File: config.mk
export PLATFORM = sky130hd
export DESIGN_NAME = uart_frame_rx
export DESIGN_NICKNAME = d
export VERILOG_FILES = /design/src/rtl/uart_frame_pkg.sv /design/src/rtl/uart_frame_rx_byte.sv /design/src/rtl/uart_frame_rx.sv
export SDC_FILE = /design/constraint.sdc
export NUM_CORES = 1
export LEC_CHECK = 0
export ABC_AREA = 1
export CAP_MARGIN = 20
export CORE_ASPECT_RATIO = 0.7
export CORE_UTILIZATION = 40
export CTS_CLUSTER_DIAMETER = 150
export DETAILED_ROUTE_END_ITERATION = 6
export GPL_ROUTABILITY_DRIVEN = 0
export PLACE_DENSITY_LB_ADDON = 0.08
export SYNTH_ARGS = -nofsm -noshare
export SYNTH_HDL_FRONTEND = slang
export SYNTH_SLANG_ARGS = --single-unit
File: constraint.sdc
create_clock -name clk -period 2.6 [get_ports clk]
set_input_delay 0.26 -clock clk [delete_from_list [all_inputs] [get_ports clk]]
set_output_delay 0.26 -clock clk [all_outputs]
set_load 0.1 [all_outputs]
File: src/rtl/uart_frame_pkg.sv
// Shared constants and state types for the telemetry frame receiver.
// Frame format: 'A' dddd 'B' dddd 'C' (ASCII, 8N1).
package uart_frame_pkg;

    localparam logic [7:0] CH_A = 8'd65;
    localparam logic [7:0] CH_B = 8'd66;
    localparam logic [7:0] CH_C = 8'd67;
    localparam logic [7:0] CH_0 = 8'd48;
    localparam logic [7:0] CH_9 = 8'd57;

    localparam int FRAME_DIGITS = 4;

    typedef enum logic [2:0] {
        P_IDLE,
        P_KDIG,
        P_B,
        P_PDIG,
        P_C
    } p_state_t;

    typedef enum logic [2:0] {
        R_IDLE,
        R_START,
        R_DATA,
        R_STOP,
        R_WAIT
    } r_state_t;

    function automatic logic is_digit(input logic [7:0] b);
        return (b >= CH_0) && (b <= CH_9);
    endfunction

endpackage

File: src/rtl/uart_frame_rx_byte.sv
// 8N1 byte receiver: 2-FF synchroniser, falling-edge start detect,
// mid-bit sampling driven by a baud counter.
module uart_byte_rx
    import uart_frame_pkg::*;
#(
    parameter int CLK_FRE = 50_000_000,
    parameter int BAUD    = 115_200
) (
    input  logic       clk,
    input  logic       rst_n,
    input  logic       uart_rxd,
    output logic       byte_valid,
    output logic [7:0] byte_data,
    output logic       stop_err
);

    localparam int BAUD_DIV = CLK_FRE / BAUD;
    localparam int HALF_DIV = BAUD_DIV / 2;
    localparam int CW       = $clog2(BAUD_DIV);

    logic          rxd_s1;
    logic          rxd_s2;
    logic          rxd_prev;
    logic          fall;
    r_state_t      state;
    logic [CW-1:0] cnt;
    logic [2:0]    bit_idx;
    logic [7:0]    shreg;

    assign fall = rxd_prev & ~rxd_s2;

    // Synchronise the asynchronous line and keep one extra stage for edge detect.
    always_ff @(posedge clk or negedge rst_n) begin
        if (!rst_n) begin
            rxd_s1   <= 1'b1;
            rxd_s2   <= 1'b1;
            rxd_prev <= 1'b1;
        end else begin
            rxd_s1   <= uart_rxd;
            rxd_s2   <= rxd_s1;
            rxd_prev <= rxd_s2;
        end
    end

    // Byte FSM: confirm start at half bit, then sample data and stop once per bit.
    always_ff @(posedge clk or negedge rst_n) begin
        if (!rst_n) begin
            state      <= R_IDLE;
            cnt        <= '0;
            bit_idx    <= '0;
            shreg      <= '0;
            byte_data  <= '0;
            byte_valid <= 1'b0;
            stop_err   <= 1'b0;
        end else begin
            byte_valid <= 1'b0;
            stop_err   <= 1'b0;
            unique case (state)
                R_IDLE: begin
                    cnt <= '0;
                    if (fall) state <= R_START;
                end
                R_START: begin
                    if (cnt == CW'(HALF_DIV - 1)) begin
                        cnt     <= '0;
                        bit_idx <= '0;
                        state   <= rxd_s2 ? R_IDLE : R_DATA;
                    end else begin
                        cnt <= cnt + 1'b1;
                    end
                end
                R_DATA: begin
                    if (cnt == CW'(BAUD_DIV - 1)) begin
                        cnt   <= '0;
                        shreg <= {rxd_s2, shreg[7:1]};
                        if (bit_idx == 3'd7) state <= R_STOP;
                        else bit_idx <= bit_idx + 1'b1;
                    end else begin
                        cnt <= cnt + 1'b1;
                    end
                end
                R_STOP: begin
                    if (cnt == CW'(BAUD_DIV - 1)) begin
                        cnt <= '0;
                        if (rxd_s2) begin
                            byte_valid <= 1'b1;
                            byte_data  <= shreg;
                            state      <= R_IDLE;
                        end else begin
                            stop_err <= 1'b1;
                            state    <= R_WAIT;
                        end
                    end else begin
                        cnt <= cnt + 1'b1;
                    end
                end
                R_WAIT: begin
                    // A low stop bit may be a break; do not treat it as a new start edge.
                    if (rxd_s2) state <= R_IDLE;
                end
                default: state <= R_IDLE;
            endcase
        end
    end

endmodule

File: src/rtl/uart_frame_rx.sv
// Telemetry frame receiver: parses 'A' dddd 'B' dddd 'C' into two binary
// fields. Optional inter-byte timeout enabled by defining RX_TIMEOUT_EN.
module uart_frame_rx
    import uart_frame_pkg::*;
#(
    parameter int CLK_FRE     = 50_000_000,
    parameter int BAUD        = 115_200,
    parameter int TIMEOUT_CYC = 20 * (CLK_FRE / BAUD)
) (
    input  logic        clk,
    input  logic        rst_n,
    input  logic        uart_rxd,
    output logic [14:0] data_k,
    output logic [14:0] period_time,
    output logic        frame_valid,
    output logic        frame_err
);

    logic        byte_valid;
    logic [7:0]  byte_data;
    logic        stop_err;
    p_state_t    state;
    logic [14:0] acc;
    logic [14:0] k_hold;
    logic [2:0]  dig;
    logic [14:0] acc_next;
    logic        byte_ok;
    logic        last_dig;
    logic        gap_hit;

    uart_byte_rx #(
        .CLK_FRE(CLK_FRE),
        .BAUD   (BAUD)
    ) u_byte_rx (
        .clk       (clk),
        .rst_n     (rst_n),
        .uart_rxd  (uart_rxd),
        .byte_valid(byte_valid),
        .byte_data (byte_data),
        .stop_err  (stop_err)
    );

    // Decimal accumulate and per-state byte acceptance; low nibble of an ASCII digit is its value.
    always_comb begin
        acc_next = (acc << 3) + (acc << 1) + {11'd0, byte_data[3:0]};
        last_dig = (dig == 3'(FRAME_DIGITS - 1));
        byte_ok  = 1'b0;
        unique case (state)
            P_IDLE:         byte_ok = 1'b1;
            P_KDIG, P_PDIG: byte_ok = is_digit(byte_data);
            P_B:            byte_ok = (byte_data == CH_B);
            P_C:            byte_ok = (byte_data == CH_C);
            default:        byte_ok = 1'b0;
        endcase
    end

`ifdef RX_TIMEOUT_EN
    logic [31:0] gap;

    assign gap_hit = (gap == 32'(TIMEOUT_CYC));

    // Idle-gap counter, only live while a frame is in progress.
    always_ff @(posedge clk or negedge rst_n) begin
        if (!rst_n) begin
            gap <= '0;
        end else if (byte_valid || stop_err || state == P_IDLE) begin
            gap <= '0;
        end else if (!gap_hit) begin
            gap <= gap + 1'b1;
        end
    end
`else
    assign gap_hit = 1'b0;
`endif

    // Frame parser with registered field outputs and single-cycle strobes.
    always_ff @(posedge clk or negedge rst_n) begin
        if (!rst_n) begin
            state       <= P_IDLE;
            acc         <= '0;
            k_hold      <= '0;
            dig         <= '0;
            data_k      <= '0;
            period_time <= '0;
            frame_valid <= 1'b0;
            frame_err   <= 1'b0;
        end else begin
            frame_valid <= 1'b0;
            frame_err   <= 1'b0;
            if (stop_err) begin
                frame_err <= 1'b1;
                state     <= P_IDLE;
            end else if (byte_valid && !byte_ok) begin
                frame_err <= 1'b1;
                if (byte_data == CH_A) begin
                    acc   <= '0;
                    dig   <= '0;
                    state <= P_KDIG;
                end else begin
                    state <= P_IDLE;
                end
            end else if (byte_valid) begin
                unique case (state)
                    P_IDLE: begin
                        if (byte_data == CH_A) begin
                            acc   <= '0;
                            dig   <= '0;
                            state <= P_KDIG;
                        end
                    end
                    P_KDIG, P_PDIG: begin
                        acc <= acc_next;
                        if (last_dig) begin
                            dig   <= '0;
                            state <= (state == P_KDIG) ? P_B : P_C;
                        end else begin
                            dig <= dig + 1'b1;
                        end
                    end
                    P_B: begin
                        k_hold <= acc;
                        acc    <= '0;
                        dig    <= '0;
                        state  <= P_PDIG;
                    end
                    P_C: begin
                        data_k      <= k_hold;
                        period_time <= acc;
                        frame_valid <= 1'b1;
                        state       <= P_IDLE;
                    end
                    default: state <= P_IDLE;
                endcase
            end else if (gap_hit && state != P_IDLE) begin
                frame_err <= 1'b1;
                state     <= P_IDLE;
            end
        end
    end

endmodule

**Word level (Yosys, flattened, before mapping)**

Cells that the tools add are included.

- Register bits after elaboration: 104
- Output and inout port bits: 32
- Input bits: 3
- Word-level logic and storage cells: 119

- Equal/unequal tests: 24
- Multiplexer cells: 46
- Bitwise gates (word level): 4
- Reductions and logical operators: 20
- Magnitude comparators: 2
- Add/sub/neg operators: 5

Operators with widths:

| kind | number |
|---|---|
| $mux W3 | 20 |
| $mux W15 | 3 |
| $pmux W15 S3 | 1 |
| $pmux W9 S3 | 1 |
| $eq A8 B7 Y1 const B | 3 |
| $mux W9 | 2 |
| $pmux W3 S3 | 2 |
| $add A15 B15 Y15 | 1 |
| $add A15 B4 Y15 | 1 |
| $eq A3 B2 Y1 const B | 5 |
| $pmux W3 S5 | 1 |
| $mux W1 | 13 |
| $ne A2 B1 Y1 const B | 6 |
| $reduce_and A4 Y1 | 3 |
| $add A9 B1 Y9 const B | 1 |
| $eq A3 B3 Y1 const B | 3 |
| $eq A9 B8 Y1 const B | 1 |
| $eq A9 B9 Y1 const B | 1 |
| $reduce_and A3 Y1 | 3 |
| $ge A8 B6 Y1 const B | 1 |
| $le A8 B6 Y1 const B | 1 |
| $ne A4 B3 Y1 const B | 2 |
| $add A3 B1 Y3 const B | 2 |
| $eq A3 B1 Y1 const B | 2 |
| 15 further kinds | 22 |

**Logic depth before layout (Yosys ltp)**

- Word-level depth: 7
- Mapped depth: 14

**Hierarchy**

From an unflattened synthesis, not the netlist that was laid out.

- Cell total of the unflattened synthesis: 701
- Area total of the unflattened synthesis: 5706.7 um^2

By module, submodules not included:

| module | area an instance (um^2) | instances | cells an instance |
|---|---|---|---|
| uart_frame_rx | 3893.7 | 1 | 488 |
| uart_byte_rx | 1813.0 | 1 | 213 |

**Worst setup path after synthesis**

OpenSTA, ideal clock, no wires.

- Path kind: flip-flop to flip-flop
- Start: register u_byte_rx.byte_data[3]
- End: register acc[5]
- Data arrival time: 2.064 ns
- Library setup time: 0.117 ns
- Clock period less this slack: 2.180 ns
- Buffers on the path: 0
- Path slack: 0.420 ns
- Stages on the path, launching flop included: 14
- Path through: dfrtp_1 > inv_1 > fa_1 > inv_1 > ha_1 > nand3_1 > nand3_1 > or2_2 > nand3_1 > nand2_1 > nand2_1 > nand2_1 > nand2_1 > nand2_1

- Cells in the longest elaborated chain, start to end: 7
- Elaborated cells on any way between the ends: 17

Ends and longest elaborated chain:

| item | line | source |
|---|---|---|
| start, declared | uart_frame_rx_byte.sv:13 | `output logic [7:0] byte_data,` |
| start signal, assigned | uart_frame_rx_byte.sv:87 | `byte_data <= shreg;` |
| $ge A8 B6 Y1 / $le A8 B6 Y1 (equally long branches) | uart_frame_pkg.sv:30 | `return (b >= CH_0) && (b <= CH_9);` |
| $logic_and A1 B1 Y1 | uart_frame_pkg.sv:30 |  |
| $pmux W1 S4 | uart_frame_rx.sv:48 | `unique case (state)` |
| $logic_not A1 Y1 | uart_frame_rx.sv:93 | `end else if (byte_valid && !byte_ok) begin` |
| $logic_and A1 B1 Y1 | uart_frame_rx.sv:93 |  |
| $reduce_bool A4 Y1 (no source line) / $reduce_bool A2 Y1 (equally long branches) | n/a |  |
| $reduce_and A3 Y1 (no source line) | n/a |  |
| end signal, assigned | uart_frame_rx.sv:112 | `acc <= acc_next;` |
| end, declared | uart_frame_rx.sv:23 | `logic [14:0] acc;` |

Parallel ways exist; a longest one is shown, timed or not. The select of a mux whose other input is x is not followed.
A chain may end at the register's enable or synchronous reset.

**Worst setup path after layout**

- Start: register acc[0]
- End: register acc[6]

- Cells in the longest elaborated chain, start to end: 5

Ends and longest elaborated chain:

| item | line | source |
|---|---|---|
| $add A15 B15 Y15 | uart_frame_rx.sv:45 | `acc_next = (acc << 3) + (acc << 1) + {11'd0, byte_data[3:0]};` |
| $add A15 B4 Y15 | uart_frame_rx.sv:45 |  |
| $pmux W15 S3 | uart_frame_rx.sv:103 | `unique case (state)` |
| $mux W15 | uart_frame_rx.sv:102 | `end else if (byte_valid) begin` |
| $mux W15 | uart_frame_rx.sv:93 |  |

No other way between the ends. The select of a mux whose other input is x is not followed.

==> impl_metrics.tcl <==
set metrics [dict create \
    register_area_sq_um 2610 \
    grt_antenna_before_repair 0 \
    ys_seq_elements 104 \
    drive_above_1_share_pct 10.6 \
    min_period_over_period_pct 92.2 \
    synth-adder-area-share_pct 7.40 \
    max_slew_margin_pct 62.8 \
    coreArea_sq_um 13400 \
    yosys_warnings 0 \
    area_growth_pct 14.3 \
    whs_endpoint "u_byte_rx.rxd_s1" \
    r2r_end "acc[6]" \
    fin_setup_tns_ns 0 \
    num-nets-final 793 \
    rsz0062_at_grt "no" \
    crit_fanout 4 \
    critPathRequiredTime_ns 2.90 \
    die-area_sq_um 14500 \
    h-tree-depth 3 \
    stdcell_count 948 \
    grt_max_degree 65 \
    cts_buffers 9 \
    hold_path.class "input port to flop" \
    status "finished, final reports clean" \
    synthMuxAreaShare_pct 0 \
    syn_inst 720 \
    p_per_area_nw_per_um2 539 \
    clk_pin_slew_ns 0.08 \
    crit_path_end_kind "flop" \
    syn_area_sq_um 5610 \
    reg2reg_from "acc[0]" \
    vias_per_cell 4.98 \
    cellLeakagePower_nw 3.42 \
    cts_setup_buffers 0 \
    synth_cell_types 35 \
    vdd_drop_max_v 0.000275 \
    rows 35 \
    clock_latency_ns 0.36 \
    criticalPathCategory "flop to flop" \
    tightest_slew_ns 0.559 \
    start_kind "flop" \
    finClkSkew_ns 0.00899 \
    synth_compound_area_share_pct 8.88 \
    cts_tree "built" \
    yosysSeqAreaShare_pct 46.5 \
    max_freq_mhz 417 \
    period_needed_ns 2.40 \
    drt_wl_total_um 13600 \
    setup_viol 0 \
    hold_viol_final 0 \
    ant_nets 0 \
    synth.net_count 755 \
    dr.first_iter.drc_count 367 \
    fp.dieH_um 101 \
    grt_util_all_layers_pct 20.5 \
    drv_cap 0 \
    die_w_um 144 \
    grt_pass1_vias 4417 \
    antenna_cells 0 \
    clock_sinks 104 \
    drc_errors 0 \
    post-place-cells 931 \
    grt.overflow.total 0 \
    avgSynthCellArea_sq_um 7.79 \
    min_from "uart_rxd" \
    drtPass1Iterations 5 \
    io_buffers 34 \
    grt_pass1_wl_um 22700 \
    r2r_setup_slack_ns 0.20 \
    clock_path_buffers 2 \
    start_util_pct 41.9 \
    clock_tree.root_cell "clkbuf_16" \
    vias 4724 \
    wl_per_cell_um 14.4 \
    holdPathStages 1 \
    reg2reg_depth 13 \
    timing.critical_path.from "acc[0]" \
    dp_hpwl_um 9930 \
    synth_xor_area_share_pct 1.56 \
    arrival_ns 2.70 \
    synth_top_family_by_area "simple AND/OR/NAND/NOR gates" \
    multiInputGateArea_sq_um 2590 \
    fillers 1289 \
    synthSimpleGateAreaFrac_pct 28.2 \
    drv_slew 0 \
    ios 35 \
]
-- cells in the final DEF, fill, tap and decap left out, types with 6 or more instances in the layout --
master     count
nand2_1      266
dfrtp_1      101
inv_1         81
nor2_1        48
buf_4         41
o21ai_0       35
ha_1          30
nand3_1       28
o21ai_1       26
a21oi_1       14
nand4_1       14
o21bai_1      11
clkbuf_16      9
nor3_1         6
-- sequential cells by signal, indices dropped and copies added, names as in the netlist, 8 cells and up --
register / count
k_hold: 15
data_k: 15
u_byte_rx.shreg: 8
u_byte_rx.cnt: 9
u_byte_rx.byte_data: 8
acc: 15
period_time: 15
-- routing by layer --
layer	wire length, um	vias to the layer above	GRT usage, %
li1	-	2370	-
met1	7520	2224	33.5
met2	5240	114	26.7
met3	725	16	4.75
met4	140	0	4.17
met5	0	-	0
-- through the flow --
stage               instance area (sq um)  util (%)  setup WS (ns)  hold slack, ns  power (mW)
floorplan                            5610         -          0.420         -0.0356        1.97
global placement                     6090      45.4          0.240           0.290        2.07
detailed placement                   6090      45.4          0.182           0.286        2.08
CTS                                  6410      47.8          0.169           0.294        3.50
global route                         6410      47.9         0.0467           0.305        3.63
finish                               6410      47.9          0.203           0.303        3.46
-- cell type report --
| cell class | instances | share of cell area [%] |
|---|---|---|
| clock inverter | 6 | 1.13 |
| tap | 185 | 3.61 |
| inverter | 87 | 5.09 |
| multi-input combinational | 512 | 40.4 |
| sequential | 104 | 40.6 |
| clock buffer | 10 | 3.73 |
| timing repair buffer | 44 | 5.42 |
-- critical path: stages, from the launching register on --
cell	delay, ns
dfrtp_1	0.40
inv_1	0.16
fa_1	0.49
fa_1	0.48
inv_1	0.10
nand3_1	0.06
nand2_1	0.16
xor2_1	0.17
nand2_1	0.06
nand2_1	0.06
nand2_1	0.04
nand2_1	0.06
nand2_1	0.04
nand2_1	0.06
-- worst max-delay path by stage --
| stage | to | slack [ns] |
|---|---|---|
| after detailed placement | acc[5] | 0.18 |
| after floorplan | acc[5] | 0.42 |
| after CTS | acc[5] | 0.17 |
| after global routing | acc[6] | 0.05 |
| final | acc[6] | 0.20 |
| after global placement | acc[5] | 0.24 |
-- cell usage after synthesis (all sizes together) --
library cell | count | share of area, %
nand2 | 268 | 18
o211ai | 1 | 0.13
inv | 86 | 5.8
xnor2 | 5 | 0.78
a21o | 1 | 0.13
o21ai | 61 | 5.4
nand3 | 32 | 3.3
or2 | 2 | 0.22
ha | 30 | 6.7
fa | 2 | 0.71
nor3 | 9 | 1.2
clkbuf | 3 | 0.20
dfrtp | 101 | 45
nor4 | 1 | 0.11
buf | 14 | 1.5
o21bai | 11 | 1.5
clkinv | 1 | 0.067
o22ai | 2 | 0.22
nor2 | 51 | 3.6
nand4 | 15 | 1.8
a21oi | 14 | 1.2
a31oi | 2 | 0.22
xor2 | 5 | 0.78
dfstp | 3 | 1.4
-- what timing repair did --
| item | 4_1_cts | 5_1_grt |
|---|---|---|
| gates resized for setup | 0 | 1 |
| endpoints found under the hold margin | 37 | 0 |
| hold buffers | 1 | 0 |
| setup endpoints to repair | 0 | 1 |
-- logic make-up (layout without fill, tap and decap cells) --
kind of cell               count (synthesis)  in the layout
xor gates and xnor gates                  10             10
DFF                                      104            104
and+or+nand+nor                          378            378
adders and majority gates                 32             32
AOI/OAI and AO/OA                         92             92
buffers and inverters                    104            147
-- where the power goes --
group	switching, mW	leakage (nW)	internal (mW)
Sequential	0.0492	1.44	1.66
Clock	0.690	0.153	0.712
Combinational	0.240	1.83	0.101
No activity file was read; power rests on OpenSTA's default activity.
